`src/rtl/alu_seq_pkg.sv`:
```
// Shared types for alu_seq: opcode encoding, flag bit positions, FSM states.
package alu_seq_pkg;

    typedef enum logic [2:0] {
        OP_ADD = 3'b000,
        OP_SUB = 3'b001,
        OP_OR  = 3'b010,
        OP_AND = 3'b011,
        OP_XOR = 3'b100,
        OP_SHL = 3'b101,
        OP_SHR = 3'b110,
        OP_MUL = 3'b111
    } opcode_t;

    // Bit positions inside the 5-bit Flags word {N,Z,C,V,P}.
    localparam int FLAG_N = 4;
    localparam int FLAG_Z = 3;
    localparam int FLAG_C = 2;
    localparam int FLAG_V = 1;
    localparam int FLAG_P = 0;

    typedef enum logic [1:0] {
        IDLE = 2'd0,
        MUL  = 2'd1,
        DONE = 2'd2
    } state_t;

endpackage

```
`src/rtl/alu_seq_mul.sv`:
```
// Shift-add multiplier for alu_seq. The first partial product is added on the
// start edge, the remaining M-1 on the following cycles; done pulses for one
// cycle once product holds the full 2M-bit result.
module alu_seq_mul #(
    parameter int M = 8
) (
    input  logic           clk,
    input  logic           reset,
    input  logic           start,
    input  logic [M-1:0]   A,
    input  logic [M-1:0]   B,
    output logic           busy,
    output logic           done,
    output logic [2*M-1:0] product
);

    localparam int CW = $clog2(M);

    logic [2*M-1:0] mcand;
    logic [M-1:0]   mplier;
    logic [CW-1:0]  count;

    // Load operands on start, then one conditional add and shift per cycle.
    always_ff @(posedge clk) begin
        // NOTE: non-blocking assignments so every register samples pre-edge values.
        if (reset) begin
            // NOTE: datapath registers reset too, so an aborted multiply leaves no stale product.
            busy    <= 1'b0;
            done    <= 1'b0;
            product <= '0;
            mcand   <= '0;
            mplier  <= '0;
            count   <= '0;
        end else begin
            done <= 1'b0;
            if (start) begin
                product <= B[0] ? {{M{1'b0}}, A} : '0;
                mcand   <= {{M{1'b0}}, A} << 1;
                mplier  <= B >> 1;
                count   <= CW'(1);
                busy    <= 1'b1;
            end else if (busy) begin
                if (mplier[0]) begin
                    product <= product + mcand;
                end
                mcand  <= mcand << 1;
                mplier <= mplier >> 1;
                count  <= count + CW'(1);
                if (count == CW'(M - 1)) begin
                    busy <= 1'b0;
                    done <= 1'b1;
                end
            end
        end
    end

endmodule

```
`src/rtl/alu_seq.sv`:
```
// Sequential 8-op ALU with valid/ready handshakes and registered Result/Flags.
// Define ALU_MUL_EN to compile in the multi-cycle multiplier (OpCode 111);
// without it OpCode 111 completes in one cycle with Result=0.
module alu_seq
    import alu_seq_pkg::*;
#(
    parameter int M = 8
) (
    input  logic         clk,
    input  logic         reset,
    input  logic         in_valid,
    output logic         in_ready,
    input  logic [M-1:0] A,
    input  logic [M-1:0] B,
    input  logic [2:0]   OpCode,
    output logic         out_valid,
    input  logic         out_ready,
    output logic [M-1:0] Result,
    output logic [4:0]   Flags
);

    localparam int SW = $clog2(M);

    state_t         state, state_next;
    logic           accept;
    logic           load_result;
    logic [M-1:0]   alu_result, result_next;
    logic [4:0]     alu_flags, flags_next;
    logic [M:0]     add_ext, sub_ext, shl_ext, shr_ext;
    logic [SW-1:0]  sh;

    function automatic logic [4:0] make_flags(input logic [M-1:0] r, input logic c, input logic v);
        logic [4:0] f;
        f         = '0;
        f[FLAG_N] = r[M-1];
        f[FLAG_Z] = (r == '0);
        f[FLAG_C] = c;
        f[FLAG_V] = v;
        f[FLAG_P] = ^r;
        return f;
    endfunction

    assign in_ready  = (state == IDLE) && !reset;
    assign out_valid = (state == DONE);
    assign accept    = in_valid && in_ready;

    // Widened arithmetic: the extra bit carries carry/borrow or the shifted-out bit.
    assign sh      = B[SW-1:0];
    assign add_ext = {1'b0, A} + {1'b0, B};
    assign sub_ext = {1'b0, A} - {1'b0, B};
    assign shl_ext = {1'b0, A} << sh;
    assign shr_ext = {A, 1'b0} >> sh;

`ifdef ALU_MUL_EN
    logic           mul_start, mul_busy, mul_done;
    logic [2*M-1:0] mul_product;
    logic           mul_high;

    assign mul_start = accept && (OpCode == OP_MUL) && !mul_busy;
    assign mul_high  = (mul_product[2*M-1:M] != '0);

    alu_seq_mul #(.M(M)) u_mul (
        .clk     (clk),
        .reset   (reset),
        .start   (mul_start),
        .A       (A),
        .B       (B),
        .busy    (mul_busy),
        .done    (mul_done),
        .product (mul_product)
    );
`endif

    // Single-cycle operations and their flags, computed from the live operands at accept.
    always_comb begin
        logic c, v;
        // NOTE: defaults first so no path leaves a variable unassigned (no latches).
        alu_result = '0;
        c          = 1'b0;
        v          = 1'b0;
        case (opcode_t'(OpCode))
            OP_ADD: begin
                alu_result = add_ext[M-1:0];
                c          = add_ext[M];
                v          = (A[M-1] == B[M-1]) && (add_ext[M-1] != A[M-1]);
            end
            OP_SUB: begin
                alu_result = sub_ext[M-1:0];
                c          = sub_ext[M];
                v          = (A[M-1] != B[M-1]) && (sub_ext[M-1] != A[M-1]);
            end
            OP_OR:  alu_result = A | B;
            OP_AND: alu_result = A & B;
            OP_XOR: alu_result = A ^ B;
            OP_SHL: begin
                alu_result = shl_ext[M-1:0];
                c          = shl_ext[M];
            end
            OP_SHR: begin
                alu_result = shr_ext[M:1];
                c          = shr_ext[0];
            end
            default: alu_result = '0;
        endcase
        alu_flags = make_flags(alu_result, c, v);
    end

    // FSM state register.
    always_ff @(posedge clk) begin
        if (reset) begin
            state <= IDLE;
        end else begin
            state <= state_next;
        end
    end

    // Next-state logic and selection of the value to register into Result/Flags.
    always_comb begin
        state_next  = state;
        load_result = 1'b0;
        result_next = alu_result;
        flags_next  = alu_flags;
        case (state)
            IDLE: begin
                if (accept) begin
`ifdef ALU_MUL_EN
                    if (OpCode == OP_MUL) begin
                        state_next = MUL;
                    end else begin
                        load_result = 1'b1;
                        state_next  = DONE;
                    end
`else
                    load_result = 1'b1;
                    state_next  = DONE;
`endif
                end
            end
            MUL: begin
`ifdef ALU_MUL_EN
                if (mul_done) begin
                    result_next = mul_product[M-1:0];
                    flags_next  = make_flags(mul_product[M-1:0], mul_high, mul_high);
                    load_result = 1'b1;
                    state_next  = DONE;
                end
`else
                state_next = IDLE;
`endif
            end
            DONE: begin
                if (out_ready) begin
                    state_next = IDLE;
                end
            end
            default: state_next = IDLE;
        endcase
    end

    // Result/Flags hold their value until the next completed operation.
    always_ff @(posedge clk) begin
        if (reset) begin
            Result <= '0;
            Flags  <= '0;
        end else if (load_result) begin
            Result <= result_next;
            Flags  <= flags_next;
        end
    end

endmodule

```
`config.mk`:
```
export PLATFORM = sky130hd
export DESIGN_NAME = alu_seq
export DESIGN_NICKNAME = d
export VERILOG_FILES = /design/src/rtl/alu_seq_pkg.sv /design/src/rtl/alu_seq_mul.sv /design/src/rtl/alu_seq.sv
export SDC_FILE = /design/constraint.sdc
export NUM_CORES = 1
export LEC_CHECK = 0
export BUFFER_PORTS_ARGS = -buffer_cell sky130_fd_sc_hd__buf_4
export CORE_MARGIN = 4
export CORE_UTILIZATION = 53
export CTS_CLUSTER_DIAMETER = 50
export CTS_CLUSTER_SIZE = 16
export DETAILED_ROUTE_END_ITERATION = 8
export GPL_ROUTABILITY_DRIVEN = 0
export PLACE_DENSITY = 0.78
export SYNTH_ARGS = -nofsm -noshare
export SYNTH_HDL_FRONTEND = slang
export SYNTH_SLANG_ARGS = --single-unit
```
`constraint.sdc`:
```
create_clock -name clk -period 2.8 [get_ports clk]
set_input_delay 0.56 -clock clk [delete_from_list [all_inputs] [get_ports clk]]
set_output_delay 0.56 -clock clk [all_outputs]
set_load 0.01 [all_outputs]
```
==> impl_results.html, run 1 <==
<table>
<tr><th>Metric</th><th>Value</th></tr>
<tr><th colspan="2">Setup path</th></tr>
<tr><td>Data required time at the worst endpoint</td><td>2.93 ns</td></tr>
<tr><td>End of the worst register-to-register path</td><td>Flags[2]</td></tr>
<tr><td>Worst path bufs/invs</td><td>2</td></tr>
<tr><td>Cell family contributing the most delay on the critical path</td><td>compound AO/OA/AOI/OAI gates</td></tr>
<tr><td>Critical path class</td><td>in2reg</td></tr>
<tr><td>Peak per-stage delay on the critical path</td><td>0.38 ns</td></tr>
<tr><td>Flop-to-flop setup slack</td><td>1.26 ns</td></tr>
<tr><td>Startpoint kind of the worst setup timing path</td><td>primary input</td></tr>
<tr><td>Master of the slowest instance on the critical path</td><td>sky130_fd_sc_hd__ha_1</td></tr>
<tr><td>RR Startpoint</td><td>state[1]</td></tr>
<tr><td>Worst endpoint data arrival time</td><td>2.93 ns</td></tr>
<tr><td>Critical path peak fanout</td><td>5</td></tr>
<tr><td>Register-to-Register Path Depth</td><td>6</td></tr>
<tr><td>Sequence of cells on the critical path</td><td>buf_4 &gt; inv_1 &gt; ha_1 &gt; a211oi_1 &gt; nor2_2 &gt; o21ai_2 &gt; xnor2_1 &gt; a211oi_2 &gt; ha_1 &gt; xnor2_2 &gt; xnor2_1 &gt; o21ai_1</td></tr>
<tr><td>Category of the worst setup path capture point</td><td>register</td></tr>
<tr><th colspan="2">Detailed routing</th></tr>
<tr><td>Per-cell via count in the routed design</td><td>6.28</td></tr>
<tr><td>Number of remaining DRC errors</td><td>0</td></tr>
<tr><td>Routed metal-1 wire length</td><td>about 3100 um</td></tr>
<tr><td>Post-Route WL</td><td>7360 um</td></tr>
<tr><td>DR WL met2</td><td>between 3000 and 4000 um</td></tr>
<tr><td>Met3 layer wire length in the routed design</td><td>approximately 490 um</td></tr>
<tr><td>Highest routing layer actually used</td><td>met4</td></tr>
<tr><td>Detailed Route Iter0 Violations</td><td>roughly 250</td></tr>
<tr><td>Number of detailed-routing iterations run before antenna repair</td><td>5</td></tr>
<tr><td>Detail Route Antenna Nets</td><td>0</td></tr>
<tr><td>Wirelength per Cell</td><td>approximately 17 um</td></tr>
<tr><td>Number of vias after detailed routing</td><td>between 2000 and 3000</td></tr>
<tr><th colspan="2">Final layout</th></tr>
<tr><td>Leading cell type in the layout, fill and taps excluded</td><td>sky130_fd_sc_hd__buf_4</td></tr>
<tr><td>Area added between synthesis and finish</td><td>28.4%</td></tr>
<tr><td>Final layout net count</td><td>approximately 440</td></tr>
<tr><td>Total inserted antenna cells</td><td>0</td></tr>
<tr><td>Fraction of final layout cells with drive strength greater than 1</td><td>between 30% and 40%</td></tr>
<tr><td>Commonest cells after routing, fill and taps aside</td><td>87 x sky130_fd_sc_hd__buf_4, 28 x sky130_fd_sc_hd__nor2_1, 25 x sky130_fd_sc_hd__ha_1, 21 x sky130_fd_sc_hd__inv_1, 17 x sky130_fd_sc_hd__nand2_1</td></tr>
<tr><th colspan="2">Timing</th></tr>
<tr><td>Final critical path time including I/O delays and setup</td><td>2.80 ns</td></tr>
<tr><td>Peak Freq</td><td>0.357 GHz</td></tr>
<tr><td>Rel. slew slack</td><td>about 63%</td></tr>
<tr><td>Share of the cycle needed by the critical path after routing</td><td>100%</td></tr>
<tr><td>Final sum of negative setup slack</td><td>0 ns</td></tr>
<tr><td>Minimum hold slack</td><td>0.481 ns</td></tr>
<tr><td>RSZ-0062 raised after global routing</td><td>true</td></tr>
<tr><td>Fin Clk Skew</td><td>approximately 0.0032 ns</td></tr>
<tr><td>Final Hold Viols</td><td>0</td></tr>
<tr><td>Number of pins exceeding their max-slew limit in the final report</td><td>0</td></tr>
<tr><td>Worst-margin pin slew</td><td>about 0.55 ns</td></tr>
<tr><td>Final setup violating endpoints</td><td>0</td></tr>
<tr><th colspan="2">Place</th></tr>
<tr><td>Half-perimeter wire length after placement</td><td>approximately 5800 um</td></tr>
<tr><td>Quantity of I/O buffers inserted on ports</td><td>37</td></tr>
<tr><th colspan="2">Yosys</th></tr>
<tr><td>Number of unique standard cell types used by synthesis</td><td>66</td></tr>
<tr><td>Part of the Yosys area used for sequential elements</td><td>a little over a tenth</td></tr>
<tr><td>Flip-flop cell with the highest count after synthesis</td><td>sky130_fd_sc_hd__dfxtp_1</td></tr>
<tr><td>Post-synth EDFFs</td><td>0</td></tr>
<tr><td>Count of mapped cells out of synthesis</td><td>between 300 and 400</td></tr>
<tr><td>Share of async-settable or async-resettable flops after synthesis</td><td>0%</td></tr>
<tr><td>Cell area after technology mapping</td><td>2470 um^2</td></tr>
<tr><td>Synthesized Nets</td><td>around 370</td></tr>
<tr><td>Number of flip-flops and latches in the synthesized netlist</td><td>13</td></tr>
<tr><td>Yosys synthesis warning count</td><td>0</td></tr>
<tr><td>Avg Synthesized Cell Area</td><td>a little under 8 um^2</td></tr>
<tr><th colspan="2">Pwr</th></tr>
<tr><td>Maximum vdd ir drop</td><td>167 uV</td></tr>
<tr><td>Overall power after layout</td><td>1.00 mW</td></tr>
<tr><td>Leakage power total</td><td>roughly 1.5 nW</td></tr>
<tr><td>Total power per unit cell area</td><td>~320 nW/um^2</td></tr>
<tr><th colspan="2">Clock tree</th></tr>
<tr><td>Clk root buf</td><td>sky130_fd_sc_hd__clkbuf_8</td></tr>
<tr><td>Clk sink count</td><td>13</td></tr>
<tr><td>Number of buffers added by the clock tree synthesis step</td><td>3</td></tr>
<tr><td>Maximum level of the CTS H-tree</td><td>1</td></tr>
<tr><td>Clock-pin slew on the worst setup and hold paths</td><td>roughly 0.050 ns</td></tr>
<tr><td>Cts-stage hold buffer count</td><td>0</td></tr>
<tr><td>Maximum number of buffers from clock root to sink</td><td>2</td></tr>
<tr><td>Later-pin clock latency in the skew report</td><td>around 0.24 ns</td></tr>
<tr><td>Clock tree from TritonCTS</td><td>done</td></tr>
<tr><th colspan="2">Global route</th></tr>
<tr><td>Number of global-route vias before repair</td><td>about 2600</td></tr>
<tr><td>First-pass GRT wire length</td><td>11900 um</td></tr>
<tr><td>Remaining Overflow, GRT</td><td>0</td></tr>
<tr><td>Number of antenna violations at the first check in global routing</td><td>0</td></tr>
<tr><td>Maximum number of pins on one net before global-route repair</td><td>25</td></tr>
<tr><td>GRT Util Overall</td><td>between 20 and 25%</td></tr>
<tr><th colspan="2">Floorplanning</th></tr>
<tr><td>Count of standard-cell rows</td><td>24</td></tr>
<tr><td>Starting Density</td><td>55.6%</td></tr>
<tr><td>Core region area</td><td>approximately 4400 um^2</td></tr>
<tr><td>Die height</td><td>about 76 um</td></tr>
<tr><td>Width of the die</td><td>76.3 um</td></tr>
<tr><td>Die area</td><td>5820 um^2</td></tr>
<tr><td>I/O pin cnt</td><td>38</td></tr>
<tr><th colspan="2">Worst hold path</th></tr>
<tr><td>Path type of the worst min-delay path</td><td>reg2reg</td></tr>
<tr><td>Count of cells along the worst hold path</td><td>2</td></tr>
<tr><td>Hold-critical path endpoint</td><td>Result[5]</td></tr>
<tr><td>HP Start</td><td>Result[5]</td></tr>
<tr><th colspan="2">Flow run</th></tr>
<tr><td>Max-cap check violation count</td><td>0</td></tr>
<tr><th colspan="2">Outcome</th></tr>
<tr><td>Status</td><td>finished clean</td></tr>
</table>
-- logic make-up (layout without fill, tap and decap cells) --
group / count (synthesis) / after routing / share of synthesized area (%)
flops: 13 / 13 / 10.5
xor+xnor: 7 / 7 / 2.48
fa+ha+maj: 31 / 31 / 16.3
buf+inv: 48 / 117 / 10.0
simple gates: 103 / 103 / 23.0
compound gates: 91 / 91 / 26.3
mux: 20 / 20 / 11.3
-- final cells by class --
class,instances,area [um^2]
Clock buffer,4,45.0
Multi-Input combinational cell,252,2040
Inverter,25,98.8
Timing Repair Buffer,88,664
Sequential cell,13,260
Tap cell,52,65.1
Fill cell,361,1270
-- through the flow --
step                      worst slack [ns]  cell area, um^2  util (%)  instances
after floorplan                     0.0129             2490         -        313
after global placement              -0.245             3030      68.2        427
after detailed placement            -0.325             3030      68.2        427
after CTS                          0.00799             3080      69.3        431
after global routing                -0.136             3170      71.4        434
final                             0.000163             3170      71.4        434
-- synthesized netlist by cell type, types with 2 or more instances --
| master | number | area [um^2] |
|---|---|---|
| sky130_fd_sc_hd__o21ai_0 | 12 | 60.1 |
| sky130_fd_sc_hd__buf_6 | 5 | 56.3 |
| sky130_fd_sc_hd__o31ai_1 | 2 | 15.0 |
| sky130_fd_sc_hd__inv_1 | 24 | 90.1 |
| sky130_fd_sc_hd__a21oi_1 | 15 | 75.1 |
| sky130_fd_sc_hd__o22ai_1 | 4 | 25.0 |
| sky130_fd_sc_hd__o32a_1 | 2 | 20.0 |
| sky130_fd_sc_hd__nor2_1 | 29 | 109 |
| sky130_fd_sc_hd__ha_1 | 29 | 363 |
| sky130_fd_sc_hd__clkbuf_1 | 3 | 11.3 |
| sky130_fd_sc_hd__a221o_1 | 3 | 30.0 |
| sky130_fd_sc_hd__and3_1 | 3 | 18.8 |
| sky130_fd_sc_hd__nand3_1 | 6 | 30.0 |
| sky130_fd_sc_hd__o221ai_1 | 2 | 17.5 |
| sky130_fd_sc_hd__nand2b_1 | 9 | 56.3 |
| sky130_fd_sc_hd__a211oi_1 | 4 | 30.0 |
| sky130_fd_sc_hd__a211oi_2 | 2 | 25.0 |
| sky130_fd_sc_hd__a22oi_1 | 6 | 45.0 |
| sky130_fd_sc_hd__a31oi_1 | 2 | 12.5 |
| sky130_fd_sc_hd__fa_1 | 2 | 40.0 |
| sky130_fd_sc_hd__dfxtp_1 | 13 | 260 |
| sky130_fd_sc_hd__nor3_1 | 6 | 30.0 |
| sky130_fd_sc_hd__or4_1 | 2 | 15.0 |
| sky130_fd_sc_hd__nand3b_1 | 12 | 90.1 |
| sky130_fd_sc_hd__a2bb2oi_1 | 6 | 52.6 |
| sky130_fd_sc_hd__buf_2 | 9 | 45.0 |
| sky130_fd_sc_hd__buf_4 | 5 | 37.5 |
| sky130_fd_sc_hd__mux2i_1 | 13 | 130 |
| sky130_fd_sc_hd__o21ai_1 | 11 | 55.1 |
| sky130_fd_sc_hd__xnor2_1 | 7 | 61.3 |
| sky130_fd_sc_hd__o2111ai_1 | 2 | 17.5 |
| sky130_fd_sc_hd__mux4_2 | 5 | 113 |
| sky130_fd_sc_hd__nand2_1 | 17 | 63.8 |
| sky130_fd_sc_hd__a21o_1 | 3 | 22.5 |
| sky130_fd_sc_hd__nor2b_1 | 7 | 43.8 |
-- worst register-to-register path, cell delays in order (launching register included) --
cell	delay [ns]
sky130_fd_sc_hd__dfxtp_1	0.33
sky130_fd_sc_hd__nor2_1	0.17
sky130_fd_sc_hd__nand2_1	0.07
sky130_fd_sc_hd__buf_4	0.21
sky130_fd_sc_hd__a2111o_1	0.31
sky130_fd_sc_hd__a31oi_1	0.21
sky130_fd_sc_hd__a311oi_1	0.13
-- state kept, by name (all words and copies together), names as in the netlist --
name	count
Result	8
Flags	4
state	1
-- how the worst max path moves through the flow --
stage	start	to	slack [ns]	cells past startpoint
3_3_place_gp	A[0]	Flags[0]	-0.25	14
5_1_grt	A[1]	Flags[0]	-0.14	12
6_report	A[1]	Flags[0]	0.0002	12
2_1_floorplan	B[1]	Flags[0]	0.01	13
4_1_cts	A[0]	Flags[0]	0.008	14
3_5_place_dp	A[0]	Flags[0]	-0.33	14
-- power breakdown --
| group | leakage, nW | switching (mW) | internal [mW] | total, mW |
|---|---|---|---|---|
| Combinational | 1.33 | 0.309 | 0.313 | 0.622 |
| Sequential | 0.107 | 0.0107 | 0.205 | 0.215 |
| Clock | 0.0228 | 0.0647 | 0.100 | 0.165 |
| Total | 1.46 | 0.384 | 0.618 | 1.00 |
-- layer usage --
layer / up-vias / GRT usage (%)
li1: 1283 / -
met1: 1301 / 30.7
met2: 119 / 42.2
met3: 21 / 3.19
met4: 0 / 8.33
met5: - / 0
-- repair_timing --
action | CTS | global route
buffers inserted | 0 | 3
pin swaps | 1 | 12
resized for setup | 1 | 20
cloned | 0 | 0
setup endpoints to repair | 1 | 1
Note: power is estimated with default switching activity, not from simulation.
==> run 2, diff against run 1 <==
--- a/config.mk
+++ b/config.mk
@@ -7,12 +7,11 @@
 export LEC_CHECK = 0
 export BUFFER_PORTS_ARGS = -buffer_cell sky130_fd_sc_hd__buf_4
 export CORE_MARGIN = 4
-export CORE_UTILIZATION = 53
+export CORE_UTILIZATION = 30
 export CTS_CLUSTER_DIAMETER = 50
 export CTS_CLUSTER_SIZE = 16
 export DETAILED_ROUTE_END_ITERATION = 8
 export GPL_ROUTABILITY_DRIVEN = 0
-export PLACE_DENSITY = 0.78
 export SYNTH_ARGS = -nofsm -noshare
 export SYNTH_HDL_FRONTEND = slang
 export SYNTH_SLANG_ARGS = --single-unit
==> constraint.sdc (replaced) <==
create_clock -name clk -period 2.84 [get_ports clk]
set_input_delay 0.568 -clock clk [delete_from_list [all_inputs] [get_ports clk]]
set_output_delay 0.568 -clock clk [all_outputs]
set_load 0.01 [all_outputs]
==> run 2 against run 1 <==
Flip-flop and latch count is the same. Clock skew shrank 0.0026 ns. Count of clock-buffer cells in the layout is the same. Core utilization shrank 29 points. First-iteration DRC count shrank 23%. Non-clock buffer count grew 13. Critical endpoint unchanged. Largest cell class unchanged. Highest routed layer unchanged.
==> impl_results.html, run 2 (synthesis gave the netlist of run 1 again) <==
<table>
<tr><th>Metric</th><th>Value</th></tr>
<tr><th colspan="2">Timing</th></tr>
<tr><td>Minimum hold slack</td><td>0.480 ns (-0.00182 ns)</td></tr>
<tr><td>Final Hold Viols</td><td>0 (unchanged)</td></tr>
<tr><td>Fin Clk Skew</td><td>0.000577 ns (-0.00263 ns)</td></tr>
<tr><td>Final critical path time including I/O delays and setup</td><td>~2.8 ns</td></tr>
<tr><td>Final setup violating endpoints</td><td>0 (unchanged)</td></tr>
<tr><td>RSZ-0062 raised after global routing</td><td>true</td></tr>
<tr><td>Number of pins exceeding their max-slew limit in the final report</td><td>0 (unchanged)</td></tr>
<tr><td>Final worst setup slack</td><td>0.0669 ns (+0.0668 ns)</td></tr>
<tr><td>Worst-margin pin slew</td><td>0.503 ns (-0.0419 ns)</td></tr>
<tr><td>Share of the cycle needed by the critical path after routing</td><td>97.6%</td></tr>
<tr><td>Peak Freq</td><td>approximately 0.36 GHz</td></tr>
<tr><td>Rel. slew slack</td><td>66.2% (+2.8 points)</td></tr>
<tr><th colspan="2">Final layout</th></tr>
<tr><td>Commonest cells after routing, fill and taps aside</td><td>99 x sky130_fd_sc_hd__buf_4, 29 x sky130_fd_sc_hd__nor2_1, 25 x sky130_fd_sc_hd__ha_1, 20 x sky130_fd_sc_hd__inv_1, 17 x sky130_fd_sc_hd__nand2_1</td></tr>
<tr><td>Flip-flop count of the largest register, all copies and words added</td><td>8 (unchanged)</td></tr>
<tr><td>Leading cell type in the layout, fill and taps excluded</td><td>sky130_fd_sc_hd__buf_4</td></tr>
<tr><td>Storage cell area</td><td>260 um^2 (unchanged)</td></tr>
<tr><td>Multi-input gate area in the final layout</td><td>2070 um^2 (+1.6%)</td></tr>
<tr><td>Leading registers by flop count</td><td>Result x8, Flags x4, state x1</td></tr>
<tr><td>Area added between synthesis and finish</td><td>36.6%</td></tr>
<tr><td>Filler Cell Count</td><td>780 (+120%)</td></tr>
<tr><td>Fraction of final layout cells with drive strength greater than 1</td><td>35.9% (+2.4 points)</td></tr>
<tr><td>Final layout net count</td><td>450 (+3.0%)</td></tr>
<tr><td>Total inserted antenna cells</td><td>0 (unchanged)</td></tr>
<tr><td>Biggest register</td><td>Result</td></tr>
<tr><th colspan="2">Place</th></tr>
<tr><td>Quantity of I/O buffers inserted on ports</td><td>37 (unchanged)</td></tr>
<tr><td>Half-perimeter wire length after placement</td><td>6300 um (+8.1%)</td></tr>
<tr><td>Pre-CTS WS</td><td>-0.362 ns (-0.0365 ns)</td></tr>
<tr><th colspan="2">Setup path</th></tr>
<tr><td>Cell family contributing the most delay on the critical path</td><td>compound AO/OA/AOI/OAI gates</td></tr>
<tr><td>Worst endpoint data arrival time</td><td>2.90 ns (-0.03 ns)</td></tr>
<tr><td>Register-to-Register Path Depth</td><td>6 (unchanged)</td></tr>
<tr><td>Worst path bufs/invs</td><td>3 (+1)</td></tr>
<tr><td>End of the worst register-to-register path</td><td>Flags[2]</td></tr>
<tr><td>RR Startpoint</td><td>state[1]</td></tr>
<tr><td>Master of the slowest instance on the critical path</td><td>sky130_fd_sc_hd__a211oi_2</td></tr>
<tr><td>Flop-to-flop setup slack</td><td>1.21 ns (-0.05 ns)</td></tr>
<tr><td>Data required time at the worst endpoint</td><td>2.97 ns (+0.04 ns)</td></tr>
<tr><td>Critical path class</td><td>in2reg</td></tr>
<tr><td>Peak per-stage delay on the critical path</td><td>0.36 ns (-0.02 ns)</td></tr>
<tr><td>Startpoint kind of the worst setup timing path</td><td>primary input</td></tr>
<tr><td>Critical path peak fanout</td><td>18 (+13)</td></tr>
<tr><td>Category of the worst setup path capture point</td><td>register</td></tr>
<tr><td>Sequence of cells on the critical path</td><td>buf_8 &gt; buf_4 &gt; inv_1 &gt; ha_1 &gt; nand2b_1 &gt; o21ai_0 &gt; a221o_1 &gt; a211oi_2 &gt; ha_1 &gt; xnor2_1 &gt; xnor2_1 &gt; o21ai_1</td></tr>
<tr><th colspan="2">Worst hold path</th></tr>
<tr><td>Count of cells along the worst hold path</td><td>2 (unchanged)</td></tr>
<tr><td>Hold-critical path endpoint</td><td>Result[1]</td></tr>
<tr><td>Path type of the worst min-delay path</td><td>reg2reg</td></tr>
<tr><td>HP Start</td><td>Result[1]</td></tr>
<tr><th colspan="2">Clock tree</th></tr>
<tr><td>Clk root buf</td><td>sky130_fd_sc_hd__clkbuf_8</td></tr>
<tr><td>Maximum level of the CTS H-tree</td><td>1 (unchanged)</td></tr>
<tr><td>Number of buffers added by the clock tree synthesis step</td><td>3 (unchanged)</td></tr>
<tr><td>Maximum number of buffers from clock root to sink</td><td>2 (unchanged)</td></tr>
<tr><td>Cts-stage hold buffer count</td><td>0 (unchanged)</td></tr>
<tr><td>Later-pin clock latency in the skew report</td><td>0.24 ns (about the same)</td></tr>
<tr><td>Clk sink count</td><td>13 (unchanged)</td></tr>
<tr><td>Clock-pin slew on the worst setup and hold paths</td><td>0.05 ns (about the same)</td></tr>
<tr><td>Clock tree from TritonCTS</td><td>done</td></tr>
<tr><th colspan="2">Pwr</th></tr>
<tr><td>Total power per unit cell area</td><td>299 nW/um^2 (-5.4%)</td></tr>
<tr><td>Overall power after layout</td><td>1.01 mW (+0.71%)</td></tr>
<tr><td>Leakage power total</td><td>1.53 nW (+4.6%)</td></tr>
<tr><td>Maximum vdd ir drop</td><td>107 uV (-36%)</td></tr>
<tr><th colspan="2">Detailed routing</th></tr>
<tr><td>Detailed Route Iter0 Violations</td><td>192 (-23%)</td></tr>
<tr><td>Wirelength per Cell</td><td>15.6 um (-7.8%)</td></tr>
<tr><td>Detail Route Antenna Nets</td><td>0 (unchanged)</td></tr>
<tr><td>Number of detailed-routing iterations run before antenna repair</td><td>4 (-1)</td></tr>
<tr><td>Per-cell via count in the routed design</td><td>5.36 (-15%)</td></tr>
<tr><td>Post-Route WL</td><td>7770 um (+5.6%)</td></tr>
<tr><td>Number of vias after detailed routing</td><td>2666 (-2.1%)</td></tr>
<tr><td>Number of remaining DRC errors</td><td>0 (unchanged)</td></tr>
<tr><th colspan="2">Global route</th></tr>
<tr><td>Number of global-route vias before repair</td><td>2537 (-2.7%)</td></tr>
<tr><td>Remaining Overflow, GRT</td><td>0 (unchanged)</td></tr>
<tr><td>GRT Util Overall</td><td>15.2% (-9.1 points)</td></tr>
<tr><td>Maximum number of pins on one net before global-route repair</td><td>24 (-4.0%)</td></tr>
<tr><td>Number of antenna violations at the first check in global routing</td><td>0 (unchanged)</td></tr>
<tr><td>First-pass GRT wire length</td><td>12400 um (+4.0%)</td></tr>
<tr><th colspan="2">Floorplanning</th></tr>
<tr><td>Core region area</td><td>7890 um^2 (+77%)</td></tr>
<tr><td>Die height</td><td>98.8 um (+29%)</td></tr>
<tr><td>Starting Density</td><td>31.3% (-24 points)</td></tr>
<tr><td>Count of standard-cell rows</td><td>32 (+33%)</td></tr>
<tr><td>I/O pin cnt</td><td>38 (unchanged)</td></tr>
<tr><td>Width of the die</td><td>98.8 um (+29%)</td></tr>
<tr><td>Die area</td><td>9760 um^2 (+68%)</td></tr>
<tr><th colspan="2">Outcome</th></tr>
<tr><td>Status</td><td>finished clean</td></tr>
<tr><th colspan="2">Flow run</th></tr>
<tr><td>Max-cap check violation count</td><td>0 (unchanged)</td></tr>
</table>
-- run 2: cell count changes in the layout (fill, tap and decap cells not counted), moves of 2 or more --
cell	previous run	this run
sky130_fd_sc_hd__ha_4	1	4
sky130_fd_sc_hd__ha_2	3	0
sky130_fd_sc_hd__buf_4	87	99
sky130_fd_sc_hd__buf_8	0	2
-- run 2: layout make-up --
class / instances / area share (%)
multi-input cells: 252 / 61.4
well taps: 102 / 3.78
inverters: 25 / 2.93
flip-flops and latches: 13 / 7.70
repair buffers: 101 / 22.9
clock buffers: 4 / 1.33
-- run 2: repair_timing --
item                       CTS  global route
resized for setup            2            28
buffers inserted             0             5
setup endpoints to repair    1             1
pin swaps                    3            17
-- run 2: stage by stage --
step / std cells / TNS (ns) / utilization (%) / cell area [um^2]
2_1_floorplan: 313 / 0 / - / 2480
3_3_place_gp: 488 / -0.268 / 40.2 / 3170
3_5_place_dp: 488 / -0.398 / 40.2 / 3170
4_1_cts: 492 / 0 / 40.9 / 3230
5_1_grt: 497 / -0.0268 / 42.8 / 3380
6_report: 497 / 0 / 42.8 / 3380
-- run 2: how the worst max path moves through the flow --
stage | from | endpoint | slack (ns) | depth (start not counted)
after floorplan | B[1] | Flags[0] | 0.003 | 13
after global placement | A[0] | Flags[0] | -0.27 | 14
after detailed placement | A[0] | Flags[0] | -0.36 | 14
after CTS | A[0] | Flags[0] | 0.0002 | 14
after global routing | A[0] | Flags[0] | -0.03 | 14
final | B[0] | Flags[0] | 0.07 | 12
-- run 2: per-layer routing --
layer,vias up,global-route usage (%),routed length [um]
met5,-,0,0
met3,8,1.27,383
met2,79,24.6,3560
met4,0,4.41,92
li1,1309,-,-
met1,1270,21.6,3740
-- run 2: worst min-delay path, cell delays in order, from the launching register on --
cell and delay, ns:
sky130_fd_sc_hd__dfxtp_1 0.30, sky130_fd_sc_hd__nand3b_1 0.07, sky130_fd_sc_hd__o21ai_1 0.05
-- run 2: power breakdown --
part / switching [mW] / total [mW] / internal (mW)
Clock: 0.0624 / 0.161 / 0.0989
Combinational: 0.308 / 0.636 / 0.328
Sequential: 0.0105 / 0.212 / 0.202
Total: 0.381 / 1.01 / 0.629
